==> src/rtl/ps2_pkg.sv <==
// Shared scan-code constants, key codes, direction encoding and decoder state
// type for the PS/2 paddle controller.
package ps2_pkg;

   localparam logic [7:0] SC_EXT   = 8'hE0;
   localparam logic [7:0] SC_BREAK = 8'hF0;
   localparam logic [7:0] SC_W     = 8'h1D;
   localparam logic [7:0] SC_S     = 8'h1B;
   localparam logic [7:0] SC_UP    = 8'h75;
   localparam logic [7:0] SC_DOWN  = 8'h72;

   localparam logic [7:0] KC_W    = 8'h01;
   localparam logic [7:0] KC_S    = 8'h02;
   localparam logic [7:0] KC_UP   = 8'h03;
   localparam logic [7:0] KC_DOWN = 8'h04;

   localparam logic [1:0] DIR_NONE = 2'b00;
   localparam logic [1:0] DIR_UP   = 2'b01;
   localparam logic [1:0] DIR_DOWN = 2'b10;

   typedef enum logic [1:0] {
      ST_IDLE      = 2'd0,
      ST_EXT       = 2'd1,
      ST_BREAK     = 2'd2,
      ST_EXT_BREAK = 2'd3
   } dec_state_e;

   // Keyboard housekeeping bytes that never carry key information.
   function automatic logic is_ctrl(input logic [7:0] b);
      case (b)
         8'hAA, 8'hFA, 8'hEE, 8'hFE, 8'hFF, 8'h00, 8'hE1: return 1'b1;
         default:                                          return 1'b0;
      endcase
   endfunction

   function automatic logic [7:0] make_code(input logic [7:0] b);
      case (b)
         SC_W:    return KC_W;
         SC_S:    return KC_S;
         SC_UP:   return KC_UP;
         SC_DOWN: return KC_DOWN;
         default: return b;
      endcase
   endfunction

endpackage

==> src/rtl/paddle_pacer.sv <==
// Per-player direction arbitration between up/down holds and fixed-rate
// step pulse generation with a reloading down-counter.
module paddle_pacer
   import ps2_pkg::*;
#(
   parameter int MOVE_PERIOD = 500000
) (
   input  logic       clk_i,
   input  logic       rst_i,
   input  logic       up_held_i,
   input  logic       down_held_i,
   input  logic       last_up_i,
   output logic [1:0] dir_o,
   output logic       step_o
);

   localparam int             CW   = (MOVE_PERIOD > 1) ? $clog2(MOVE_PERIOD) : 1;
   localparam logic [CW-1:0]  LOAD = CW'(MOVE_PERIOD - 1);

   logic [1:0]    dir_q, dir_d;
   logic [1:0]    prev_dir_q, prev_dir_d;
   logic [CW-1:0] cnt_q, cnt_d;
   logic          step_q, step_d;

   always_ff @(posedge clk_i or posedge rst_i) begin
      if (rst_i) begin
         dir_q      <= DIR_NONE;
         prev_dir_q <= DIR_NONE;
         cnt_q      <= '0;
         step_q     <= 1'b0;
      end else begin
         dir_q      <= dir_d;
         prev_dir_q <= prev_dir_d;
         cnt_q      <= cnt_d;
         step_q     <= step_d;
      end
   end

   always_comb begin
      dir_d      = DIR_NONE;
      prev_dir_d = dir_q;
      cnt_d      = cnt_q;
      step_d     = 1'b0;

      if (up_held_i && down_held_i) dir_d = last_up_i ? DIR_UP : DIR_DOWN;
      else if (up_held_i)           dir_d = DIR_UP;
      else if (down_held_i)         dir_d = DIR_DOWN;

      // A fresh or reversed direction steps at once; a steady one steps on terminal count.
      if (dir_q == DIR_NONE) begin
         cnt_d = '0;
      end else if (dir_q != prev_dir_q) begin
         step_d = 1'b1;
         cnt_d  = LOAD;
      end else if (cnt_q == '0) begin
         step_d = 1'b1;
         cnt_d  = LOAD;
      end else begin
         cnt_d = cnt_q - 1'b1;
      end
   end

   assign dir_o  = dir_q;
   assign step_o = step_q;

endmodule

==> src/rtl/ps2_paddle_ctrl.sv <==
// Decodes the PS/2 byte stream into held paddle keys and drives two paddle
// pacers; also reports every decoded key press.
//
// state        | meaning
// ST_IDLE      | no prefix pending; data byte is a make
// ST_EXT       | E0 seen; data byte is an extended make, F0 moves to ST_EXT_BREAK
// ST_BREAK     | F0 seen; data byte is a break
// ST_EXT_BREAK | E0 F0 seen; data byte is an extended break
module ps2_paddle_ctrl
   import ps2_pkg::*;
#(
   parameter int MOVE_PERIOD    = 500000,
   parameter int PREFIX_TIMEOUT = 50000
) (
   input  logic       CLOCK_50,
   input  logic       reset,
   input  logic [7:0] received_data,
   input  logic       received_data_en,
   output logic [1:0] p1_dir,
   output logic [1:0] p2_dir,
   output logic       p1_step,
   output logic       p2_step,
   output logic       key_event,
   output logic [7:0] key_code
);

   localparam int            TW       = (PREFIX_TIMEOUT > 1) ? $clog2(PREFIX_TIMEOUT) : 1;
   localparam logic [TW-1:0] TMO_LOAD = TW'(PREFIX_TIMEOUT - 1);

   dec_state_e    state_q, state_d;
   logic [TW-1:0] tmo_q, tmo_d;
   logic [3:0]    held_q, held_d;
   logic [1:0]    last_up_q, last_up_d;
   logic          key_event_q, key_event_d;
   logic [7:0]    key_code_q, key_code_d;

   logic          key_hit;
   logic [1:0]    key_idx;

   always_ff @(posedge CLOCK_50 or posedge reset) begin
      if (reset) begin
         state_q     <= ST_IDLE;
         tmo_q       <= '0;
         held_q      <= '0;
         last_up_q   <= '0;
         key_event_q <= 1'b0;
         key_code_q  <= '0;
      end else begin
         state_q     <= state_d;
         tmo_q       <= tmo_d;
         held_q      <= held_d;
         last_up_q   <= last_up_d;
         key_event_q <= key_event_d;
         key_code_q  <= key_code_d;
      end
   end

   // Key index: bit 1 selects the player, bit 0 selects down.
   always_comb begin
      key_hit = 1'b1;
      key_idx = 2'd0;
      case (received_data)
         SC_W:    key_idx = 2'd0;
         SC_S:    key_idx = 2'd1;
         SC_UP:   key_idx = 2'd2;
         SC_DOWN: key_idx = 2'd3;
         default: key_hit = 1'b0;
      endcase
   end

   always_comb begin
      state_d     = state_q;
      tmo_d       = tmo_q;
      held_d      = held_q;
      last_up_d   = last_up_q;
      key_event_d = 1'b0;
      key_code_d  = key_code_q;

      if (received_data_en) begin
         tmo_d = TMO_LOAD;
         if (is_ctrl(received_data)) begin
            state_d = ST_IDLE;
         end else if (received_data == SC_EXT) begin
            state_d = ST_EXT;
         end else if (received_data == SC_BREAK) begin
            state_d = (state_q == ST_EXT || state_q == ST_EXT_BREAK) ? ST_EXT_BREAK : ST_BREAK;
         end else begin
            state_d = ST_IDLE;
            if (state_q == ST_BREAK || state_q == ST_EXT_BREAK) begin
               if (key_hit) held_d[key_idx] = 1'b0;
            end else begin
               key_event_d = 1'b1;
               key_code_d  = make_code(received_data);
               // Typematic repeats of a held key must not disturb last-pressed.
               if (key_hit && !held_q[key_idx]) begin
                  held_d[key_idx]         = 1'b1;
                  last_up_d[key_idx[1]]   = ~key_idx[0];
               end
            end
         end
      end else if (state_q != ST_IDLE) begin
         if (tmo_q == '0) state_d = ST_IDLE;
         else             tmo_d   = tmo_q - 1'b1;
      end
   end

   // Pacers see next-state holds so direction lands on the same edge as key_event.
   paddle_pacer #(.MOVE_PERIOD(MOVE_PERIOD)) u_pacer_p1 (
      .clk_i       (CLOCK_50),
      .rst_i       (reset),
      .up_held_i   (held_d[0]),
      .down_held_i (held_d[1]),
      .last_up_i   (last_up_d[0]),
      .dir_o       (p1_dir),
      .step_o      (p1_step)
   );

   paddle_pacer #(.MOVE_PERIOD(MOVE_PERIOD)) u_pacer_p2 (
      .clk_i       (CLOCK_50),
      .rst_i       (reset),
      .up_held_i   (held_d[2]),
      .down_held_i (held_d[3]),
      .last_up_i   (last_up_d[1]),
      .dir_o       (p2_dir),
      .step_o      (p2_step)
   );

   assign key_event = key_event_q;
   assign key_code  = key_code_q;

endmodule

==> config.mk <==
export PLATFORM = sky130hd
export DESIGN_NAME = ps2_paddle_ctrl
export DESIGN_NICKNAME = d
export VERILOG_FILES = /design/src/rtl/ps2_pkg.sv /design/src/rtl/paddle_pacer.sv /design/src/rtl/ps2_paddle_ctrl.sv
export SDC_FILE = /design/constraint.sdc
export NUM_CORES = 1
export LEC_CHECK = 0
export ABC_AREA = 1
export CAP_MARGIN = 5
export CORE_ASPECT_RATIO = 2
export CORE_UTILIZATION = 30
export DETAILED_ROUTE_END_ITERATION = 16
export DONT_BUFFER_PORTS = 1
export GPL_TIMING_DRIVEN = 0
export PLACE_DENSITY_LB_ADDON = 0.05
export SYNTH_ARGS = -nofsm -noshare
export SYNTH_HDL_FRONTEND = slang
export SYNTH_HIERARCHICAL = 1
export SYNTH_SLANG_ARGS = --single-unit
export TNS_END_PERCENT = 50
==> constraint.sdc <==
create_clock -name CLOCK_50 -period 1.7 [get_ports CLOCK_50]
set_clock_uncertainty 0.1 [all_clocks]
set_input_delay 0.51 -clock CLOCK_50 [delete_from_list [all_inputs] [get_ports CLOCK_50]]
set_output_delay 0.51 -clock CLOCK_50 [all_outputs]
set_load 0.02 [all_outputs]
==> impl_results.md <==
- Peak VDD IR: 0.0004467 V
- Slew @ Worst Pin: about 0.95 ns
- Starting Density: 0.3069
- GPL Wtd Cong: approximately 0.83
- Final setup fails: 0
- Clock root buffer: clkbuf_16
- Pins Over Slew Limit: 0
- Clk network pwr share: 0.278
- Die Wd: about 90 um
- Final Core Density: 0.3675
- Final Hold Fails: 0
- Syn Std Cell Area: 0.004669 mm^2
- Nets@finish: between 600 and 700
- Crit path launch type: flop
- Comb power frac: 0.352
- Achievable Freq: 624.6 MHz
- Crit-path max FO: 10
- Most common cell after layout, fill and taps aside: nand2_1
- Max-cap viol count: 0
- Syn Area/Cell: 7.928 um^2
- Share of layout cells above drive strength 1: 0.2444
- DR DRC count: 0
- Seq pwr share: 0.370
- Syn nets: 605
- #FFs+latches synth: roughly 80
- Worst hold path class: primary input to asynchronous set/reset pin
- FP Rows: 64
- Vias in the first global route: about 3800
- Asr flop ratio synth: 1.000
- Routed vias: 3753
- Remaining antenna violation count after routing: 0
- Area Growth Syn to Fin: 19.75%
- Global-route wire length before repair: around 19000 um
- I/O Buffers: 0
- Die area: 0.01610 mm^2
- Yosys warnings: 6
- Cells after synthesis: about 590
- PwrDens: roughly 1300 mW/mm^2
- TritonCTS clock tree: done
- P_int: approximately 4.5 mW
- Maximum clock path buffer count: 2
- Psw: 2.743 mW
- Largest net degree at the start of global routing: 25
- Ant diodes: 0
- Placed cells: about 800
- Status: finished clean
- Core area: 0.01521 mm^2
- Critical path class: flop to flop
- H-tree Lvls: 3
- Post-synth top flop: dfrtp_1
- DR pass1 iterations: 4
- Clk_lat worst skew: roughly 0.34 ns
- Max-slew headroom: 0.3641
- Initial antenna violation count: 0
- HPWL Detailed: 8717 um
- Post-synthesis sequential area ratio: 0.4341
- Final Non-Filler Cells: 824
- Reg clk slew, reported paths: about 0.06 ns
- Fill count: about 1600
- Leakage: between 2 and 3 nW
- Sink Count: 81
- I/O pin cnt: 26
- CP endpoint kind: flop
- Die Ht: approximately 180 um
- Sw Share: 0.3797
- Most frequent cells in the layout: nand2_1 (125), nor2_1 (80), dfrtp_1 (76)
- Synth cell types: 36
- Initial DRC Count: 128
- Period utilization: 0.9417
- Gr usage total: 0.1516
- WL final: roughly 11000 um
- Arrival @ worst endpoint: 1.73 ns
- CP Data Required Time: approximately 1.8 ns
- CTS Buf Count: 9
- Vias/cell: 4.555
- Post-synth EDFFs: 0
- Grt ovf: 0
- WL/cell: roughly 14 um
- Crit path time final: between 1.5 and 2 ns
-- stage by stage --
step	TNS (ns)	setup slack, ns	area (um^2)	hold WS (ns)	total power, mW
2_1_floorplan	-0.01128	-0.01128	4684	0.3669	4.683
6_report	0	0.09910	5592	0.04721	7.224
4_1_cts	0	0.005581	5329	0.04529	7.313
3_5_place_dp	-7.507	-0.3322	4960	0.3981	5.218
3_3_place_gp	-10.90	-0.3048	4932	0.3925	5.208
5_1_grt	-0.07512	-0.01828	5592	0.07810	7.796
-- critical path, stage by stage (launching register included) --
cell	delay, ns
dfrtp_1	0.39
inv_2	0.09
ha_4	0.14
nand2_4	0.08
nor2_4	0.13
nand3_2	0.10
nand2_4	0.14
inv_4	0.06
buf_8	0.14
o21ai_0	0.07
nand2_1	0.06
-- cell usage after synthesis, types with 7 or more instances --
master,instances,area share
o21ai_1,14,0.015
nand4_1,14,0.019
xor2_1,13,0.024
o21ai_0,21,0.023
inv_1,55,0.044
nand2_2,19,0.025
nor2_2,25,0.033
nand2_1,130,0.10
a21oi_1,15,0.016
nand3_1,23,0.025
nor2_1,92,0.074
xnor2_1,17,0.032
inv_2,7,0.0056
nor2_4,11,0.027
dfrtp_1,81,0.43
-- kinds of logic (layout without fill, tap and decap cells) --
| group | Yosys count | count (layout) | synth area share |
|---|---|---|---|
| AOI/OAI and AO/OA | 70 | 70 | 0.08735 |
| xor gates and xnor gates | 30 | 30 | 0.05627 |
| adders and majority gates | 5 | 5 | 0.01340 |
| buffers and inverters | 67 | 104 | 0.05788 |
| DFF | 81 | 81 | 0.4341 |
| muxes | 2 | 2 | 0.004287 |
| and+or+nand+nor | 334 | 334 | 0.3467 |
-- layout make-up --
type,instances,area [um^2],share of cell area
Multi-Input combinational cell,441,2531,0.4527
Timing Repair Buffer,23,192.7,0.03446
Sequential cell,81,2033,0.3636
Inverter,62,240.2,0.04296
Clock buffer,12,266.5,0.04766
Tap cell,198,247.7,0.04431
Clock inverter,2,37.54,0.006713
Buffer,5,42.54,0.007608
-- registers in the layout (all words and copies together) (netlist names) --
name / flops
u_pacer_p2/cnt_q: 19
u_pacer_p1/prev_dir_q: 2
tmo_q: 16
key_event: 1
state_q: 2
last_up_q: 2
u_pacer_p2/prev_dir_q: 2
held_q: 4
u_pacer_p2/step_o: 1
u_pacer_p1/step_o: 1
u_pacer_p1/dir_o: 2
u_pacer_p2/dir_o: 2
u_pacer_p1/cnt_q: 19
key_code: 8
-- layer usage --
metal / global-route usage / wire length (um) / vias up
li1: - / - / 1939
met1: 0.1498 / 4322 / 1766
met2: 0.3050 / 6488 / 33
met3: 0.02472 / 212 / 15
met4: 0.06384 / 243 / 0
met5: 0 / 0 / -
-- power by group through the flow --
stage | Clock [mW] | Sequential [mW] | Combinational, mW
finish | 2.01 | 2.67 | 2.55
global route | 2.16 | 2.73 | 2.91
CTS | 2.09 | 2.67 | 2.55
detailed placement | 0 | 2.70 | 2.52
global placement | 0 | 2.70 | 2.51
floorplan | 0 | 2.62 | 2.07
-- repair_timing --
item | in CTS | in global routing
buffers inserted | 3 | 19
gates resized for setup | 12 | 40
endpoints found under the setup margin | 45 | 46
hold buffers | 0 | 0
pin swaps | 3 | 14
-- path summary, 6_finish.rpt --
path                                                      end  slack (ns)  cells past startpoint                          start
worst max-delay path                     tmo_q[8]$_DFFE_PP0P_         0.1                     10           tmo_q[0]$_DFFE_PP0P_
worst min-delay path                    tmo_q[15]$_DFFE_PP0P_        0.05                      1                          reset
worst max register to register           tmo_q[8]$_DFFE_PP0P_         0.1                     10           tmo_q[0]$_DFFE_PP0P_
worst min register to register  u_pacer_p2/cnt_q[0]$_DFF_PP0_        0.42                      1  u_pacer_p2/cnt_q[0]$_DFF_PP0_
max in group asynchronous       u_pacer_p2/dir_o[1]$_DFF_PP0_        0.68                      1                          reset
min in group CLOCK_50                 key_code[7]$_DFFE_PP0P_        0.22                      2               received_data[7]
Note: power is estimated with default switching activity, not from simulation.
